<file path="src/rtl/hm_display_sequencer.sv">
// Display channel sequencer for the health monitor: selects one of NCH packed-BCD
// result channels for the seven-segment controller (manual, auto-scan or hold) and
// raises sticky per-channel over-threshold alarms.
module hm_display_sequencer #(
  parameter int unsigned NCH         = 4,
  parameter int unsigned DIGITS      = 4,
  parameter int unsigned SCAN_TICKS  = 3000,
  parameter int unsigned ALARM_TICKS = 500,
  parameter int unsigned CHW         = $clog2(NCH)
) (
  input  logic                     clk,
  input  logic                     rst_l,
  input  logic [NCH*DIGITS*4-1:0]  ch_bcd,
  input  logic [NCH-1:0]           ch_valid,
  input  logic [NCH*DIGITS*4-1:0]  ch_thresh,
  input  logic                     next_pulse,
  input  logic                     auto_en,
  input  logic                     hold_pulse,
  input  logic                     alarm_clr,
  output logic [DIGITS*4-1:0]      disp_bcd,
  output logic                     disp_blank,
  output logic [CHW-1:0]           sel_ch,
  output logic                     held,
  output logic [NCH-1:0]           alarm,
  output logic                     alarm_any
);

  localparam int unsigned DW = DIGITS * 4;
  localparam int unsigned SW = (SCAN_TICKS > 1) ? $clog2(SCAN_TICKS) : 1;
  localparam int unsigned AW = $clog2(ALARM_TICKS + 1);
  localparam logic [SW-1:0] ScanLast = SW'(SCAN_TICKS - 1);
  localparam logic [AW-1:0] AlarmMax = AW'(ALARM_TICKS);

  localparam logic [1:0] StManual = 2'd0;
  localparam logic [1:0] StAuto   = 2'd1;
  localparam logic [1:0] StHold   = 2'd2;

  logic [1:0]     state_q, state_d;
  logic [CHW-1:0] sel_q, sel_d;
  logic [SW-1:0]  scan_q, scan_d;
  logic [DW-1:0]  disp_q, disp_d;
  logic           blank_q, blank_d;
  logic           held_q, held_d;
  logic [NCH-1:0] alarm_q, alarm_d;
  logic           alarm_any_q;
  logic           advance;

  logic [DW-1:0]  ch_word [NCH];
  logic [DW-1:0]  th_word [NCH];
  logic [NCH-1:0] over;
  logic [AW-1:0]  acnt_q [NCH];
  logic [AW-1:0]  acnt_d [NCH];

  // Next valid channel after cur, wrapping; stays on cur when no other channel is valid.
  function automatic logic [CHW-1:0] next_valid(input logic [CHW-1:0] cur,
                                                input logic [NCH-1:0] v);
    logic [CHW-1:0] res;
    logic [CHW-1:0] ci;
    logic           found;
    res   = cur;
    found = 1'b0;
    for (int unsigned s = 1; s < NCH; s++) begin
      ci = CHW'((32'(cur) + s) % NCH);
      if (!found && v[ci]) begin
        res   = ci;
        found = 1'b1;
      end
    end
    return res;
  endfunction

  // Per-channel word extraction and alarm qualification counters.
  for (genvar g = 0; g < NCH; g++) begin : g_ch
    assign ch_word[g] = ch_bcd[g*DW +: DW];
    assign th_word[g] = ch_thresh[g*DW +: DW];
    // Packed BCD compares correctly as unsigned binary for legal digits.
    assign over[g]    = ch_valid[g] && (ch_word[g] > th_word[g]);
    assign acnt_d[g]  = (alarm_clr || !over[g]) ? '0 :
                        (acnt_q[g] < AlarmMax)  ? acnt_q[g] + 1'b1 : acnt_q[g];
    // Clear beats a coincident set.
    assign alarm_d[g] = !alarm_clr && (alarm_q[g] || (acnt_d[g] == AlarmMax));

    // Qualification counter register.
    always_ff @(posedge clk or negedge rst_l) begin
      if (!rst_l) begin
        acnt_q[g] <= '0;
      end else begin
        acnt_q[g] <= acnt_d[g];
      end
    end
  end

  // Display mode next-state: hold toggling, manual/auto advance and live capture.
  always_comb begin
    state_d = state_q;
    sel_d   = sel_q;
    scan_d  = scan_q;
    disp_d  = disp_q;
    blank_d = blank_q;
    advance = 1'b0;
    case (state_q)
      StHold: begin
        if (hold_pulse) begin
          state_d = auto_en ? StAuto : StManual;
          scan_d  = '0;
          disp_d  = ch_word[sel_q];
          blank_d = !ch_valid[sel_q];
        end
      end
      default: begin
        // Live path; on a hold request this same update is the snapshot.
        disp_d  = ch_word[sel_q];
        blank_d = !ch_valid[sel_q];
        if (hold_pulse) begin
          state_d = StHold;
        end else begin
          if ((state_q == StAuto) && auto_en) begin
            // A button press and a scan expiry together still advance only once.
            advance = next_pulse || (scan_q == ScanLast);
            scan_d  = advance ? '0 : scan_q + 1'b1;
          end else begin
            advance = next_pulse;
            scan_d  = '0;
          end
          state_d = auto_en ? StAuto : StManual;
          if (advance) begin
            sel_d = next_valid(sel_q, ch_valid);
          end
        end
      end
    endcase
    held_d = (state_d == StHold);
  end

  // State and output registers.
  always_ff @(posedge clk or negedge rst_l) begin
    if (!rst_l) begin
      state_q     <= StManual;
      sel_q       <= '0;
      scan_q      <= '0;
      disp_q      <= '0;
      blank_q     <= 1'b1;
      held_q      <= 1'b0;
      alarm_q     <= '0;
      alarm_any_q <= 1'b0;
    end else begin
      state_q     <= state_d;
      sel_q       <= sel_d;
      scan_q      <= scan_d;
      disp_q      <= disp_d;
      blank_q     <= blank_d;
      held_q      <= held_d;
      alarm_q     <= alarm_d;
      alarm_any_q <= |alarm_d;
    end
  end

  assign disp_bcd   = disp_q;
  assign disp_blank = blank_q;
  assign sel_ch     = sel_q;
  assign held       = held_q;
  assign alarm      = alarm_q;
  assign alarm_any  = alarm_any_q;

endmodule

</file>
<file path="config.mk">
export PLATFORM = sky130hd
export DESIGN_NAME = hm_display_sequencer
export DESIGN_NICKNAME = d
export VERILOG_FILES = /design/src/rtl/hm_display_sequencer.sv
export SDC_FILE = /design/constraint.sdc
export NUM_CORES = 1
export LEC_CHECK = 0
export ABC_AREA = 1
export CORE_MARGIN = 1.5
export CORE_UTILIZATION = 50
export DETAILED_ROUTE_END_ITERATION = 16
export PLACE_DENSITY = 0.82
export SYNTH_ARGS = -nofsm -noshare
export SYNTH_HDL_FRONTEND = slang
export SYNTH_SLANG_ARGS = --single-unit
</file>
<file path="constraint.sdc">
create_clock -name clk -period 4.4 [get_ports clk]
set_clock_uncertainty 0.05 [all_clocks]
set_input_delay 0.88 -clock clk [delete_from_list [all_inputs] [get_ports clk]]
set_output_delay 0.88 -clock clk [all_outputs]
set_load 0.01 [all_outputs]
</file>
==> reports/metrics.yaml, run 1 <==
layout:
  syn_to_final_growth_pct: 33.9
  fin_nets: 1237
  final_common_cell: "nand2_1"
  antenna_cells: 0
  final_cell_mix: "nand2_1 (230), clkdlybuf4s50_1 (161), inv_1 (145), nor2_1 (83), dfrtp_1 (74)"
  drive_above_1_share: 0.0552
  finalInstanceArea_sq_um: 8190
  instances_no_fill: 1180
  final_core_util: 0.685
cts:
  clock-sinks: 75
  cts_tree: "yes"
  cts_hold_buf: 0
  ctsRootBufferMaster: "clkbuf_16"
  cts_buffers: 9
  clk_pin_slew_ns: 0.06
  clock_path_buffers: 2
  clk_latency_ns: 0.34
  cts_setup_buffers: 0
  cts-resized-gates: 0
  cts_htree_levels: 3
power_and_ir_drop:
  power_density_nw_per_um2: 348
  p_leak_nw: 4.12
  ir_drop_uv: 208
  finalPower_mw: 2.85
route:
  initialDrtViolationCount: 385
  num_vias: 6118
  postRouteWirelength_microns: 17200
  route.detailed.drc: 0
  wl_per_cell_microns: 14.6
  vias_per_cell: 5.18
  ant_nets: 0
  firstDrtPassIters: 5
die:
  num_io_pins: 163
  die_area_sq_um: 12900
  die_h_microns: 114
  die_w_microns: 114
  start_util: 0.511
  num_rows: 40
  core_sq_um: 12000
synth:
  syn_area_sq_um: 6110
  yosysWarnings: 0
  synth_edf_count: 0
  ys_seq_elements: 75
  syn_avg_cell_area_sq_um: 7.07
  syn-num-nets: 1074
  async_flop_share: 1.00
  synth-main-ff-cell: "dfrtp_1"
  ys_seq_area_frac: 0.307
  synth_cell_type_count: 39
  postSynthCellCount: 865
placement:
  dpl_cell_area_sq_um: 7860
  routabilityCongestion: 0.901
  place_inst: 1164
  dp_hpwl_microns: 13900
  io_buffers: 162
  dpl_worst_slack_ns: 1.29
timing:
  tightestPinTransition_ns: 0.952
  hold_violations: 0
  period_share: 0.637
  rsz0062_at_grt: "false"
  whs_ns: 0.440
  drv_slew: 0
  relSlewSlack: 0.365
  worst_slack_ns: 1.60
  max_freq_mhz: 357
  tns_ns: 0
  setup_viol: 0
  min_period_ns: 2.80
outcome:
  outcome: "completed"
hold_path:
  hp-class: "flop to flop"
worst_setup_path:
  path_buf_inv: 1
  cp_max_fo: 8
  start_kind: "input port"
  critPathSlowestCell: "clkdlybuf4s50_1"
  critPathMaxStageDelay_ns: 0.46
  worstSetupPathType: "input port to flop"
  crit_top_cell: "nand2_1"
  cp.required_ns: 4.58
  arrival_ns: 2.98
  crit_family: "simple AND/OR/NAND/NOR gates"
  cp-end-kind: "flop"
  path_cells: "clkdlybuf4s50_1 -> ha_1 -> nand2_1 -> nor2_1 -> nand2_1 -> o21ai_1 -> nor2_1 -> nand2_1 -> nor2_1 -> nand3_1 -> nand2_1 -> o21ai_1 -> nand2_1"
global_routing:
  grt_max_degree: 76
  grt_antenna_before_repair: 0
  grt_overflow: 0
  grtUsageTotal: 0.277
  grt_pass1_wl_microns: 28000
  grt_pass1_vias: 5917
job:
  max_cap_violations: 0
path summary, 6_finish.rpt:
kind | startpoint | end | slack [ns] | cells after the start
worst min-delay path | disp_bcd[13]$_DFFE_PN0P_ | disp_bcd[13]$_DFFE_PN0P_ | 0.44 | 2
worst min register to register | disp_bcd[13]$_DFFE_PN0P_ | disp_bcd[13]$_DFFE_PN0P_ | 0.44 | 2
worst max-delay path | ch_bcd[15] | alarm_any$_DFF_PN0_ | 1.60 | 13
max in group asynchronous | rst_l | acnt_q[7]$_DFF_PN0_ | 3.05 | 1
min in group asynchronous | rst_l | scan_q[10]$_DFFE_PN0P_ | 0.64 | 1
worst max register to register | state_q[1]$_DFF_PN0_ | disp_bcd[7]$_DFFE_PN0P_ | 2.36 | 5
cells by family (layout without fill, tap and decap cells):
| family | Yosys count | in the layout | synth area share |
|---|---|---|---|
| buf+inv | 164 | 332 | 0.105 |
| xor+xnor | 16 | 16 | 0.0229 |
| simple gates | 405 | 405 | 0.286 |
| compound gates | 134 | 134 | 0.133 |
| flops | 75 | 75 | 0.307 |
| fa+ha+maj | 71 | 71 | 0.145 |
synthesized netlist by cell type (2+ instances only):
| cell | count | area share |
|---|---|---|
| a21o_1 | 3 | 0.0037 |
| a21oi_1 | 54 | 0.044 |
| a22oi_1 | 17 | 0.021 |
| a31oi_1 | 8 | 0.0082 |
| a41oi_1 | 10 | 0.014 |
| buf_6 | 3 | 0.0055 |
| clkbuf_1 | 7 | 0.0043 |
| dfrtp_1 | 74 | 0.30 |
| ha_1 | 71 | 0.15 |
| inv_1 | 145 | 0.089 |
| inv_2 | 7 | 0.0043 |
| nand2_1 | 230 | 0.14 |
| nand2_2 | 5 | 0.0051 |
| nand2_4 | 2 | 0.0037 |
| nand3_1 | 35 | 0.029 |
| nand3_2 | 3 | 0.0049 |
| nand4_1 | 20 | 0.020 |
| nor2_1 | 83 | 0.051 |
| nor2_2 | 10 | 0.010 |
| nor2_4 | 4 | 0.0074 |
| nor3_1 | 5 | 0.0041 |
| nor3b_1 | 2 | 0.0025 |
| nor4_1 | 3 | 0.0031 |
| o21a_1 | 2 | 0.0025 |
| o21ai_0 | 21 | 0.017 |
| o21ai_1 | 8 | 0.0065 |
| o21ai_2 | 2 | 0.0029 |
| o21bai_1 | 5 | 0.0061 |
| o21bai_2 | 2 | 0.0037 |
| xnor2_1 | 5 | 0.0072 |
| xor2_1 | 11 | 0.016 |
sequential cells by signal, summed over array words and instances (netlist names):
signal / count
disp_blank: 1
alarm_any: 1
alarm: 4
sel_ch: 2
acnt_q: 36
state_q: 2
held: 1
scan_q: 12
disp_bcd: 16
per-layer routing:
metal | up-vias | GRT usage | wire length (microns)
met1 | 2753 | 0.351 | 7610
met2 | 196 | 0.465 | 8060
li1 | 3132 | - | -
met5 | - | 0 | 0
met3 | 37 | 0.0510 | 978
met4 | 0 | 0.117 | 529
power breakdown:
part	switching, mW	internal [mW]
clock network	0.292	0.527
registers	0.0766	0.803
logic	0.634	0.516
total	1.00	1.85
worst min-delay path, stage by stage (launching register included):
cell and delay (ns):
dfrtp_1 0.34, nand2_1 0.06, nand2_1 0.06
area by class of cell:
class	count	area [sq um]
inverters	152	571
flip-flops and latches	75	1880
repair buffers	164	1630
well taps	147	184
clock inverters	4	72.6
fillers	994	3770
multi-input cells	626	3590
clock buffers	12	256
No activity file was read; power rests on OpenSTA's default activity.
==> run 2: changes to the inputs <==
==> constraint.sdc (replaced) <==
create_clock -name clk -period 2.72 [get_ports clk]
set_clock_uncertainty 0.05 [all_clocks]
set_input_delay 0.544 -clock clk [delete_from_list [all_inputs] [get_ports clk]]
set_output_delay 0.544 -clock clk [all_outputs]
set_load 0.01 [all_outputs]
==> run 2 against run 1 <==
Clock-buffer cell count did not move; die area did not move; clock power rose by 56%; power rose by 61%; critical endpoint unchanged; via count rose by 1.4%; sequential power rose by 60%; first-iteration DRC count rose by 12%; worst hold slack got worse by 0.32 ns; setup slack got worse by 1.2 ns; largest power group unchanged.
==> reports/metrics.yaml, run 2 (synthesis gave the netlist of run 1 again) <==
route:
  firstDrtPassIters: 5
  vias_per_cell: 5.22
  route.detailed.drc: 0
  initialDrtViolationCount: 432
  postRouteWirelength_microns: 17100
  wl_per_cell_microns: 14.4
  ant_nets: 0
  num_vias: 6201
global_routing:
  use_met2: 0.480
  grt_pass1_vias: 6280
  use_met3: 0.0664
  grt_antenna_before_repair: 0
  grtUsageTotal: 0.286
  grt_overflow: 0
  grt_max_degree: 40
  grt_pass1_wl_microns: 29200
  grtUsageMet1: 0.354
  top_usage_layer: "met2"
timing:
  tns_ns: 0
  hold_violations: 0
  rsz0062_at_grt: "false"
  drv_slew: 0
  min_period_ns: 2.33
  max_freq_mhz: 430
  period_share: 0.856
  tightestPinTransition_ns: 0.598
  relSlewSlack: 0.601
  setup_viol: 0
power_and_ir_drop:
  ir_drop_uv: 351
  p_leak_nw: 4.15
  power_density_nw_per_um2: 557
worst_setup_path:
  cp_max_fo: 3
  ff2ff_path_depth: 8
  cp.required_ns: 2.89
  r2r-start: "state_q[0]$_DFF_PN0_"
  start_kind: "input port"
  worst-r2r-setup-slack_ns: 0.80
  cp-end-kind: "flop"
  rr_endpoint: "scan_q[9]$_DFFE_PN0P_"
  setup.worst_path.start: "ch_bcd[63]"
  worstSetupPathType: "input port to flop"
  crit_end: "alarm_any$_DFF_PN0_"
  arrival_ns: 2.50
placement:
  dp_hpwl_microns: 14100
  io_buffers: 162
  routabilityCongestion: 0.942
layout:
  final_core_util: 0.689
  regArea_sq_um: 1880
  antenna_cells: 0
  final_common_cell: "nand2_1"
  fin_nets: 1245
  drive_above_1_share: 0.0605
  nFillCells: 1011
  largest_reg_flops: 36
  regMostFlops: "acnt_q"
  multi_input_area_sq_um: 3590
  syn_to_final_growth_pct: 34.8
  final_cell_mix: "nand2_1 (230), clkdlybuf4s50_1 (161), inv_1 (145), nor2_1 (83), dfrtp_1 (74)"
cts:
  clock_path_buffers: 2
  cts_hold_buf: 0
  cts_htree_levels: 3
  clk_latency_ns: 0.34
  cts_setup_buffers: 0
  cts-resized-gates: 0
  clk_pin_slew_ns: 0.06
  cts_tree: "yes"
  ctsRootBufferMaster: "clkbuf_16"
  cts_buffers: 9
  clock-sinks: 75
die:
  num_rows: 40
  start_util: 0.511
  num_io_pins: 163
  die_area_sq_um: 12900
  core_sq_um: 12000
  die_h_microns: 114
  die_w_microns: 114
hold_path:
  hp-class: "input port to asynchronous set/reset pin"
job:
  max_cap_violations: 0
outcome:
  outcome: "completed"
run 2: worst min-delay path by stage:
stage	from	slack, ns	cells past startpoint	to
final	rst_l	0.12	1	acnt_q[30]$_DFF_PN0_
after global routing	rst_l	0.16	1	acnt_q[30]$_DFF_PN0_
after CTS	rst_l	0.14	1	acnt_q[7]$_DFF_PN0_
after detailed placement	disp_bcd[12]$_DFFE_PN0P_	0.43	2	disp_bcd[12]$_DFFE_PN0P_
after global placement	disp_bcd[13]$_DFFE_PN0P_	0.44	2	disp_bcd[13]$_DFFE_PN0P_
after floorplan	rst_l	0.20	0	acnt_q[0]$_DFF_PN0_
run 2: layout make-up:
| cell class | count | area share |
|---|---|---|
| Timing Repair Buffer | 172 | 0.207 |
| Clock inverter | 4 | 0.00926 |
| Tap cell | 147 | 0.0223 |
| Sequential cell | 75 | 0.228 |
| Multi-Input combinational cell | 626 | 0.436 |
| Clock buffer | 12 | 0.0287 |
| Inverter | 152 | 0.0692 |
run 2: where the power goes:
part	internal [mW]	leakage (nW)	switching, mW
logic	0.849	3.01	1.05
clock network	0.806	0.147	0.471
registers	1.30	0.999	0.115
total	2.95	4.15	1.64
run 2: routing by layer:
layer | part of all wire | up-vias
met4 | 0.033 | 0
met1 | 0.44 | 2817
met2 | 0.47 | 194
met3 | 0.062 | 40
li1 | - | 3150
met5 | 0 | -
run 2: through the flow:
stage                     area [sq um]  hold slack, ns  power [mW]  cells  worst slack (ns)
after floorplan                   6110           0.198        2.40    865             0.726
after global placement            7930           0.437        3.28   1172             0.107
after detailed placement          7930           0.434        3.31   1172            0.0847
after CTS                         8250           0.136        4.61   1188             0.429
after global routing              8250           0.156        4.89   1188            0.0314
final                             8250           0.123        4.59   1188             0.392
run 2: critical path: stages:
cell and delay, ns:
clkdlybuf4s50_1 0.47, ha_1 0.33, nand2_1 0.07, nor2_1 0.18
nand2_1 0.10, inv_1 0.06, nand2_1 0.05, nand2_1 0.15
nand3_1 0.12, nand2_1 0.10, o21bai_2 0.07, o21ai_1 0.19
nand2_1 0.07
